**src/rtl/des_iter_ctrl.sv**
```systemverilog
// Iterative DES engine: one round per cycle over 16 cycles, with valid/ready on both sides.
// Optional DES_ZEROIZE_EN clears key/state/result registers on the output handshake.

module des_round (
  input  logic [31:0] xl,
  input  logic [31:0] xr,
  input  logic [47:0] k,
  output logic [31:0] rl,
  output logic [31:0] rr
);
  localparam logic [0:47][7:0] E_T = '{32,1,2,3,4,5,4,5,6,7,8,9,8,9,10,11,12,13,12,13,14,15,16,17,
                                       16,17,18,19,20,21,20,21,22,23,24,25,24,25,26,27,28,29,28,29,30,31,32,1};
  localparam logic [0:31][7:0] P_T = '{16,7,20,21,29,12,28,17,1,15,23,26,5,18,31,10,
                                       2,8,24,14,32,27,3,9,19,13,30,6,22,11,4,25};
  // each S-box is 4 rows x 16 nibbles, row 0 column 0 in the top nibble
  localparam logic [0:7][255:0] S_T = '{
    256'hE4D12FB83A6C5907_0F74E2D1A6CB9538_41E8D62BFC973A50_FC8249175B3EA06D,
    256'hF18E6B34972DC05A_3D47F28EC01A69B5_0E7BA4D158C6932F_D8A13F42B67C05E9,
    256'hA09E63F51DC7B428_D709346A285ECBF1_D6498F30B12C5AE7_1AD069874FE3B52C,
    256'h7DE3069A1285BC4F_D8B56F03472C1AE9_A690CB7DF13E5284_3F06A1D8945BC72E,
    256'h2C417AB6853FD0E9_EB2C47D150FA3986_421BAD78F9C5630E_B8C71E2D6F09A453,
    256'hC1AF92680D34E75B_AF427C9561DE0B38_9EF528C3704A1DB6_432C95FABE17608D,
    256'h4B2EF08D3C975A61_D0B7491AE35C2F86_14BDC37EAF680592_6BD814A7950FE23C,
    256'hD2846FB1A93E50C7_1FD8A374C56B0E92_7B419CE206ADF358_21E74A8DFC90356B};

  logic [47:0] ex, kx;
  logic [31:0] so, fo;
  logic [5:0]  b, idx;

  always_comb begin
    ex = '0; so = '0; fo = '0; b = '0; idx = '0;
    for (int i = 0; i < 48; i++) ex[6'(47-i)] = xr[5'(32-E_T[6'(i)])];
    kx = ex ^ k;
    for (int j = 0; j < 8; j++) begin
      b   = kx[6'(42-6*j) +: 6];
      idx = {b[5], b[0], b[4:1]};
      so[5'(28-4*j) +: 4] = S_T[3'(j)][{~idx, 2'b00} +: 4];
    end
    for (int i = 0; i < 32; i++) fo[5'(31-i)] = so[5'(32-P_T[5'(i)])];
  end

  assign rl = xr;
  assign rr = xl ^ fo;
endmodule

module des_iter_ctrl (
  input  logic        clk,
  input  logic        rst_n,
  input  logic        in_valid,
  output logic        in_ready,
  input  logic        dec,
  input  logic [63:0] key,
  input  logic [63:0] m,
  output logic        out_valid,
  input  logic        out_ready,
  output logic [63:0] r
);
  localparam logic [0:63][7:0] IP_T = '{58,50,42,34,26,18,10,2,60,52,44,36,28,20,12,4,
                                        62,54,46,38,30,22,14,6,64,56,48,40,32,24,16,8,
                                        57,49,41,33,25,17,9,1,59,51,43,35,27,19,11,3,
                                        61,53,45,37,29,21,13,5,63,55,47,39,31,23,15,7};
  localparam logic [0:55][7:0] PC1_T = '{57,49,41,33,25,17,9,1,58,50,42,34,26,18,10,2,59,51,43,35,27,19,11,3,
                                         60,52,44,36,63,55,47,39,31,23,15,7,62,54,46,38,30,22,14,6,
                                         61,53,45,37,29,21,13,5,28,20,12,4};
  localparam logic [0:47][7:0] PC2_T = '{14,17,11,24,1,5,3,28,15,6,21,10,23,19,12,4,26,8,16,7,27,20,13,2,
                                         41,52,31,37,47,55,30,40,51,45,33,48,44,49,39,56,34,53,46,42,50,36,29,32};

  function automatic logic [63:0] ip_f(input logic [63:0] x);
    logic [63:0] y;
    y = '0;
    for (int i = 0; i < 64; i++) y[6'(63-i)] = x[6'(64-IP_T[6'(i)])];
    return y;
  endfunction

  // FP is the inverse of IP, so scatter through the IP table
  function automatic logic [63:0] fp_f(input logic [63:0] x);
    logic [63:0] y;
    y = '0;
    for (int i = 0; i < 64; i++) y[6'(64-IP_T[6'(i)])] = x[6'(63-i)];
    return y;
  endfunction

  function automatic logic [55:0] pc1_f(input logic [63:0] x);
    logic [55:0] y;
    y = '0;
    for (int i = 0; i < 56; i++) y[6'(55-i)] = x[6'(64-PC1_T[6'(i)])];
    return y;
  endfunction

  function automatic logic [47:0] pc2_f(input logic [55:0] x);
    logic [47:0] y;
    y = '0;
    for (int i = 0; i < 48; i++) y[6'(47-i)] = x[6'(56-PC2_T[6'(i)])];
    return y;
  endfunction

  typedef enum logic [1:0] {IDLE, RUN, DONE} state_t;

  state_t      st, nst;
  logic [31:0] lh, rh, rl, rr;
  logic [27:0] c, d, cn, dn;
  logic [3:0]  cnt;
  logic        dec_q, one_sh;
  logic [47:0] sk;
  logic [63:0] res;

  // shift-by-one rounds are 1, 2, 9, 16 for both directions
  assign one_sh = (cnt == 4'd0) || (cnt == 4'd1) || (cnt == 4'd8) || (cnt == 4'd15);

  always_comb begin
    cn = c; dn = d;
    if (!dec_q) begin
      cn = one_sh ? {c[26:0], c[27]} : {c[25:0], c[27:26]};
      dn = one_sh ? {d[26:0], d[27]} : {d[25:0], d[27:26]};
    end else if (cnt != 4'd0) begin
      cn = one_sh ? {c[0], c[27:1]} : {c[1:0], c[27:2]};
      dn = one_sh ? {d[0], d[27:1]} : {d[1:0], d[27:2]};
    end
  end

  assign sk = pc2_f({cn, dn});

  des_round u_round (.xl(lh), .xr(rh), .k(sk), .rl(rl), .rr(rr));

  always_ff @(posedge clk or negedge rst_n)
    if (!rst_n) st <= IDLE;
    else        st <= nst;

  always_comb begin
    nst = st; in_ready = 1'b0; out_valid = 1'b0;
    case (st)
      IDLE: begin
        in_ready = 1'b1;
        if (in_valid) nst = RUN;
      end
      RUN:  if (cnt == 4'd15) nst = DONE;
      DONE: begin
        out_valid = 1'b1;
        if (out_ready) nst = IDLE;
      end
      default: nst = IDLE;
    endcase
  end

  always_ff @(posedge clk or negedge rst_n) begin
    if (!rst_n) begin
      lh <= '0; rh <= '0; c <= '0; d <= '0; cnt <= '0; dec_q <= 1'b0; res <= '0;
    end else if (in_valid && in_ready) begin
      {lh, rh} <= ip_f(m);
      {c, d}   <= pc1_f(key);
      dec_q    <= dec;
      cnt      <= '0;
    end else if (st == RUN) begin
      lh  <= rl;
      rh  <= rr;
      c   <= cn;
      d   <= dn;
      cnt <= cnt + 4'd1;
      if (cnt == 4'd15) res <= fp_f({rr, rl});
    end
`ifdef DES_ZEROIZE_EN
    else if (out_valid && out_ready) begin
      lh <= '0; rh <= '0; c <= '0; d <= '0; res <= '0;
    end
`else
`endif
  end

  assign r = res;
endmodule

```
**config.mk**
```make
export PLATFORM = sky130hd
export DESIGN_NAME = des_iter_ctrl
export DESIGN_NICKNAME = d
export VERILOG_FILES = /design/src/rtl/des_iter_ctrl.sv
export SDC_FILE = /design/constraint.sdc
export NUM_CORES = 1
export LEC_CHECK = 0
export CELL_PAD_IN_SITES_DETAIL_PLACEMENT = 1
export CELL_PAD_IN_SITES_GLOBAL_PLACEMENT = 1
export CORE_MARGIN = 2
export CORE_UTILIZATION = 10
export DETAILED_ROUTE_END_ITERATION = 6
export PLACE_DENSITY = 0.95
export SLEW_MARGIN = 20
export SYNTH_ARGS = -nofsm -noshare
export SYNTH_HDL_FRONTEND = slang
export SYNTH_SLANG_ARGS = --single-unit
export TNS_END_PERCENT = 5
```
**constraint.sdc**
```tcl
create_clock -name clk -period 1.8 [get_ports clk]
set_clock_uncertainty 0.2 [all_clocks]
set_input_delay 0.36 -clock clk [delete_from_list [all_inputs] [get_ports clk]]
set_output_delay 0.36 -clock clk [all_outputs]
set_load 0.03 [all_outputs]
```
==> results.py, run 1 <==
metrics = {
    "status": {
        "status": "complete, no violations",
    },
    "worst_hold_path": {
        "hold_path.class": "in -> async",
    },
    "power_and_ir_drop": {
        "p_per_area_nw_per_um2": 1130,
        "p_leak_nw": 0.383,
        "peakVddDrop_mv": 0.145,
    },
    "layout": {
        "antennaDiodeCount": 0,
        "fillers": 895,
        "area_growth_pct": -3.27,
        "multiInputGateArea_um2": 363,
        "layout.cells.most_common": "conb_1",
        "instances_no_fill": 199,
        "seqCellArea_um2": 150,
        "drive_above_1_share_pct": 6.00,
        "final_nets": 236,
        "layout_common_cells": "conb_1 (64), dfrtp_1 (6)",
    },
    "floorplanning": {
        "rows": 31,
        "die-area_um2": 8360,
        "pin_count": 199,
        "die_h_um": 91.4,
        "die_x_um": 91.4,
        "coreArea_um2": 7330,
        "start_util_pct": 10.4,
    },
    "timing": {
        "max_freq_mhz": 590,
        "fin_crit_sh_pct": 94.2,
        "timing.final.crit_period_ns": 1.70,
        "slew_violations": 0,
        "fin_setup_tns_ns": 0,
        "setup_slack_ns": 0.105,
        "hold_violations": 0,
        "rsz0062_at_grt": "no",
        "setup_viol": 0,
    },
    "cts": {
        "hold_buffers": 0,
        "h-tree-depth": 1,
        "root_buffer": "clkbuf_8",
        "clk_latency_ns": 0.22,
        "cts_tree": "built",
        "cts_setup_buffers": 0,
        "post_cts_resized": 1,
        "cts.clk_slew.worst_paths_ns": 0.04,
        "cts_max_path_buffers": 2,
        "numCtsBuffers": 3,
        "cts_sinks": 6,
    },
    "setup_path": {
        "r2r_end": "cnt[2]",
        "start_kind": "flop",
        "required_ns": 1.24,
        "reg2regPathDepth": 3,
        "cp_cell_sequence": "nor2_1, dlygate4sd2_1",
        "critPathMaxStageDelay_ns": 0.41,
        "critPathBufInv": 1,
        "crit_path_end_kind": "output port",
        "worstSetupPathType": "reg -> out",
        "r2r_slack_ns": 0.36,
        "worst-path-max-fanout": 5,
        "cp_slowest_cell": "dlygate4sd2_1",
        "cp.arrival_ns": 1.14,
        "regToRegStartpoint": "cnt[0]",
        "crit_family": "buffers and inverters",
    },
    "logic_synthesis": {
        "ys_seq_area_share_pct": 19.6,
        "synthCells": 92,
        "synth_warnings": 0,
        "netlist_area_um2": 764,
        "syn_avg_cell_area_um2": 8.31,
        "ys_seq_elements": 6,
        "ys_types": 17,
    },
    "global_route": {
        "grt.overflow.total": 0,
        "grt_pass1_wl_um": 1480,
        "grt_pass1_vias": 337,
        "antenna_found_initial": 0,
        "grt_usage_pct": 2.23,
        "grt_max_degree": 7,
    },
    "run": {
        "cap_violations": 0,
    },
    "drt": {
        "firstDrtPassIters": 2,
        "drtAntennaViolNets": 0,
        "drtIter0Drc": 2,
        "wire_per_inst_um": 5.14,
        "drcViolationCount": 0,
        "vias_per_cell": 2.19,
        "vias": 435,
        "finalWirelength_um": 1020,
    },
    "place": {
        "dpl.cell_count": 196,
        "dp_slack_ns": 0.0425,
        "routabilityCongestion": 0.629,
        "dp_hpwl_um": 883,
        "portBuffers": 5,
    },
}
-- kinds of logic after synthesis --
family,count (synthesis),share of synthesized area [%]
flops,6,19.6
simple gates,10,6.06
other cells,1,0.491
compound gates,7,6.88
fa+ha+maj,1,1.64
mux,1,1.47
buf+inv,66,63.8
-- sequential cells by signal, summed over array words and instances, names as in the netlist --
signal	flops
cnt	4
st	2
-- layout make-up --
type	instances	area share, %
inverter	2	1.02
multi-input combinational	83	49.1
sequential	6	20.3
tap	99	16.8
clock buffer	3	5.58
timing repair buffer	6	7.28
-- metal layers --
| layer | global-route usage [%] | up-vias | share of wire (%) |
|---|---|---|---|
| met4 | 1.52 | 0 | 1.8 |
| met5 | 0 | - | 0 |
| met3 | 0.581 | 3 | 26 |
| li1 | - | 180 | - |
| met2 | 4.60 | 64 | 48 |
| met1 | 1.75 | 188 | 24 |
-- through the flow --
stage,utilization [%],power [W],hold WS [ns],instance area (um2)
finish,10.1,0.000834,0.181,739
global route,10.1,0.000906,0.208,739
CTS,10.1,0.000843,0.191,739
detailed placement,9.54,0.000639,0.323,699
global placement,9.54,0.000609,0.298,699
floorplan,-,0.000666,-0.136,1000
-- cell usage after synthesis --
| library cell | n | area share, % |
|---|---|---|
| buf_4 | 64 | 63 |
| dfrtp_1 | 6 | 20 |
| nand2_1 | 3 | 1.5 |
| nand3_1 | 3 | 2.0 |
| inv_1 | 2 | 0.98 |
| nor2_1 | 2 | 0.98 |
| o21ai_0 | 2 | 1.3 |
| a22o_1 | 1 | 1.1 |
| a41oi_1 | 1 | 1.1 |
| conb_1 | 1 | 0.49 |
| ha_1 | 1 | 1.6 |
| mux2_2 | 1 | 1.5 |
| nand2b_1 | 1 | 0.82 |
| nor2b_1 | 1 | 0.82 |
| o21bai_1 | 1 | 0.98 |
| o2bb2ai_1 | 1 | 1.1 |
| o311ai_1 | 1 | 1.1 |
-- report_power, final --
part / switching (W) / leakage (nW) / internal, W / total [W]
sequential: 0.0000585 / 0.0715 / 0.000192 / 0.000251
combinational: 0.000280 / 0.290 / 0.000101 / 0.000382
clock: 0.0000580 / 0.0216 / 0.000144 / 0.000202
total: 0.000397 / 0.383 / 0.000437 / 0.000834
-- worst max path at each step --
| stage | start | to | cells past startpoint |
|---|---|---|---|
| 4_1_cts | st[1] | in_ready | 2 |
| 3_3_place_gp | st[1] | in_ready | 2 |
| 5_1_grt | st[0] | out_valid | 3 |
| 3_5_place_dp | st[1] | in_ready | 2 |
| 6_report | st[1] | in_ready | 2 |
| 2_1_floorplan | st[0] | out_valid | 1 |
(Power assumes the default switching activity.)
==> run 2: changes to the inputs <==
--- a/config.mk
+++ b/config.mk
@@ -5,9 +5,9 @@
 export SDC_FILE = /design/constraint.sdc
 export NUM_CORES = 1
 export LEC_CHECK = 0
+export ABC_AREA = 1
 export CELL_PAD_IN_SITES_DETAIL_PLACEMENT = 1
 export CELL_PAD_IN_SITES_GLOBAL_PLACEMENT = 1
-export CORE_MARGIN = 2
 export CORE_UTILIZATION = 10
 export DETAILED_ROUTE_END_ITERATION = 6
 export PLACE_DENSITY = 0.95
==> results.py, run 2 <==
metrics = {
    "drt": {
        "finalWirelength_um": 968,
        "vias": 470,
        "drcViolationCount": 0,
        "vias_per_cell": 2.23,
        "drtAntennaViolNets": 0,
        "wire_per_inst_um": 4.59,
        "firstDrtPassIters": 4,
        "drtIter0Drc": 3,
    },
    "timing": {
        "setup_slack_ns": 0.0939,
        "setup_viol": 0,
        "fin_crit_sh_pct": 94.8,
        "timing.final.crit_period_ns": 1.71,
        "max_freq_mhz": 586,
        "fin_setup_tns_ns": 0,
        "hold_violations": 0,
        "rsz0062_at_grt": "no",
        "slew_violations": 0,
    },
    "power_and_ir_drop": {
        "p_per_area_nw_per_um2": 1160,
        "p_leak_nw": 0.418,
        "total_power_w": 0.000875,
        "peakVddDrop_mv": 0.192,
    },
    "layout": {
        "area_growth_pct": -3.22,
        "largest-register": "cnt",
        "seqCellArea_um2": 150,
        "finalCoreUtilization_pct": 10.2,
        "antennaDiodeCount": 0,
        "reg_top3": "cnt (4), st (2)",
        "layout_common_cells": "conb_1 (64), nand2_1 (13), inv_1 (6), dfrtp_1 (6), nor2_1 (5)",
        "fillers": 923,
        "final_cell_area_um2": 753,
        "drive_above_1_share_pct": 4.46,
        "multiInputGateArea_um2": 362,
        "final_nets": 248,
        "largest_reg_flops": 4,
        "layout.cells.most_common": "conb_1",
    },
    "worst_hold_path": {
        "hold_path.class": "in -> async",
    },
    "floorplanning": {
        "die_h_um": 90.2,
        "rows": 31,
        "die_x_um": 90.2,
        "start_util_pct": 10.6,
        "die-area_um2": 8140,
        "coreArea_um2": 7370,
        "pin_count": 199,
    },
    "logic_synthesis": {
        "ys_seq_area_share_pct": 19.3,
        "ys_types": 11,
        "netlist_area_um2": 778,
        "synth_top_family_by_area": "buffers and inverters",
        "synth_edf_count": 0,
        "yosys_most_used_dff": "dfrtp_1",
        "ys_seq_elements": 6,
        "yosysMostFrequentCell": "buf_4",
        "yosys.area_share.simple_pct": 10.8,
        "synth-compound-area-share_pct": 3.22,
        "yosys-top-cells-count": "buf_4 (64), nand2_1 (13), dfrtp_1 (6), inv_1 (6), nor2_1 (5)",
        "synth_mux_area_share_pct": 0,
        "synthCells": 104,
        "async_reset_ff_share_pct": 100,
        "synth_warnings": 0,
        "syn_avg_cell_area_um2": 7.48,
        "synth_xor_area_share_pct": 0,
        "synth_fa_ha_area_share_pct": 1.61,
        "yosysTopAreaCell": "buf_4",
        "netlist.area_leader.share_pct": 61.7,
        "ys_top_cells_by_area": "buf_4 (62%), dfrtp_1 (19%), nand2_1 (6.3%), inv_1 (2.9%), o21ai_0 (2.6%)",
    },
    "setup_path": {
        "reg2regPathDepth": 4,
        "crit_path_end_kind": "output port",
        "worst-path-max-fanout": 4,
        "r2r_end": "cnt[2]",
        "required_ns": 1.24,
        "r2r_slack_ns": 0.47,
        "start_kind": "flop",
        "worstSetupPathType": "reg -> out",
        "regToRegStartpoint": "st[0]",
        "cp.arrival_ns": 1.15,
    },
    "place": {
        "portBuffers": 5,
        "routabilityCongestion": 0.710,
        "dp_slack_ns": 0.0348,
        "placed_cell_area_um2": 713,
        "dp_hpwl_um": 832,
    },
    "global_route": {
        "grt_pass1_vias": 340,
        "grt.overflow.total": 0,
        "grt_pass1_wl_um": 1440,
        "grt_max_degree": 7,
        "grt_usage_pct": 2.42,
        "antenna_found_initial": 0,
    },
    "cts": {
        "cts_setup_buffers": 0,
        "numCtsBuffers": 3,
        "root_buffer": "clkbuf_8",
        "h-tree-depth": 1,
        "cts_sinks": 6,
        "cts_tree": "built",
        "cts.clk_slew.worst_paths_ns": 0.04,
        "cts_max_path_buffers": 2,
        "clk_latency_ns": 0.22,
    },
    "run": {
        "cap_violations": 0,
    },
    "status": {
        "status": "complete, no violations",
    },
}
run 2: area by class of cell:
| class | count | share of cell area, % |
|---|---|---|
| Multi-Input combinational cell | 91 | 48.0 |
| Sequential cell | 6 | 19.9 |
| Tap cell | 99 | 16.4 |
| Timing Repair Buffer | 6 | 7.14 |
| Clock buffer | 3 | 5.48 |
| Inverter | 6 | 2.99 |
run 2: how the worst max path moves through the flow:
stage                     startpoint  cells past startpoint        end  slack, ns
final                          st[0]                      3   in_ready       0.09
after global routing           st[1]                      3  out_valid      0.005
after CTS                      st[1]                      3  out_valid       0.08
after detailed placement       st[1]                      3  out_valid       0.03
after global placement         st[1]                      3  out_valid       0.09
after floorplan                st[0]                      4     cnt[3]       0.34
run 2: timing repair:
action,in CTS,in global routing
hold endpoints to repair,0,0
hold buffers,0,0
gates resized for setup,1,0
setup endpoints to repair,1,0
run 2: cell families (layout without fill, tap and decap cells):
| logic type | count (synthesis) | in the layout |
|---|---|---|
| buffers and inverters | 70 | 15 |
| AND/OR/NAND/NOR | 21 | 21 |
| flip-flops | 6 | 6 |
| AO/OA/AOI/OAI | 5 | 5 |
| adder cells (fa/ha/maj) | 1 | 1 |
| other | 1 | 64 |
run 2: stage by stage:
| stage | hold slack, ns | instances |
|---|---|---|
| 6_report | 0.191 | 211 |
| 5_1_grt | 0.214 | 211 |
| 4_1_cts | 0.200 | 211 |
| 3_5_place_dp | 0.320 | 208 |
| 3_3_place_gp | 0.287 | 208 |
| 2_1_floorplan | -0.136 | 167 |
run 2: power breakdown:
group	internal, W	total [W]	switching, W	leakage [nW]
Combinational	0.000102	0.000436	0.000334	0.323
Clock	0.000143	0.000197	0.0000537	0.0216
Sequential	0.000196	0.000242	0.0000460	0.0731
run 2: worst max-delay path, stage by stage, from the launching register on:
cell and delay [ns]:
dfrtp_1 0.37, buf_4 0.15, nor2_1 0.20, buf_4 0.21
run 2: metal layers:
layer  track usage (%)  vias to the layer above  wire length [um]
met2              4.13                       67               447
met5                 0                        -                 0
li1                  -                      205                 -
met4              3.63                        0                31
met1              1.88                      196               270
met3             0.592                        2               218
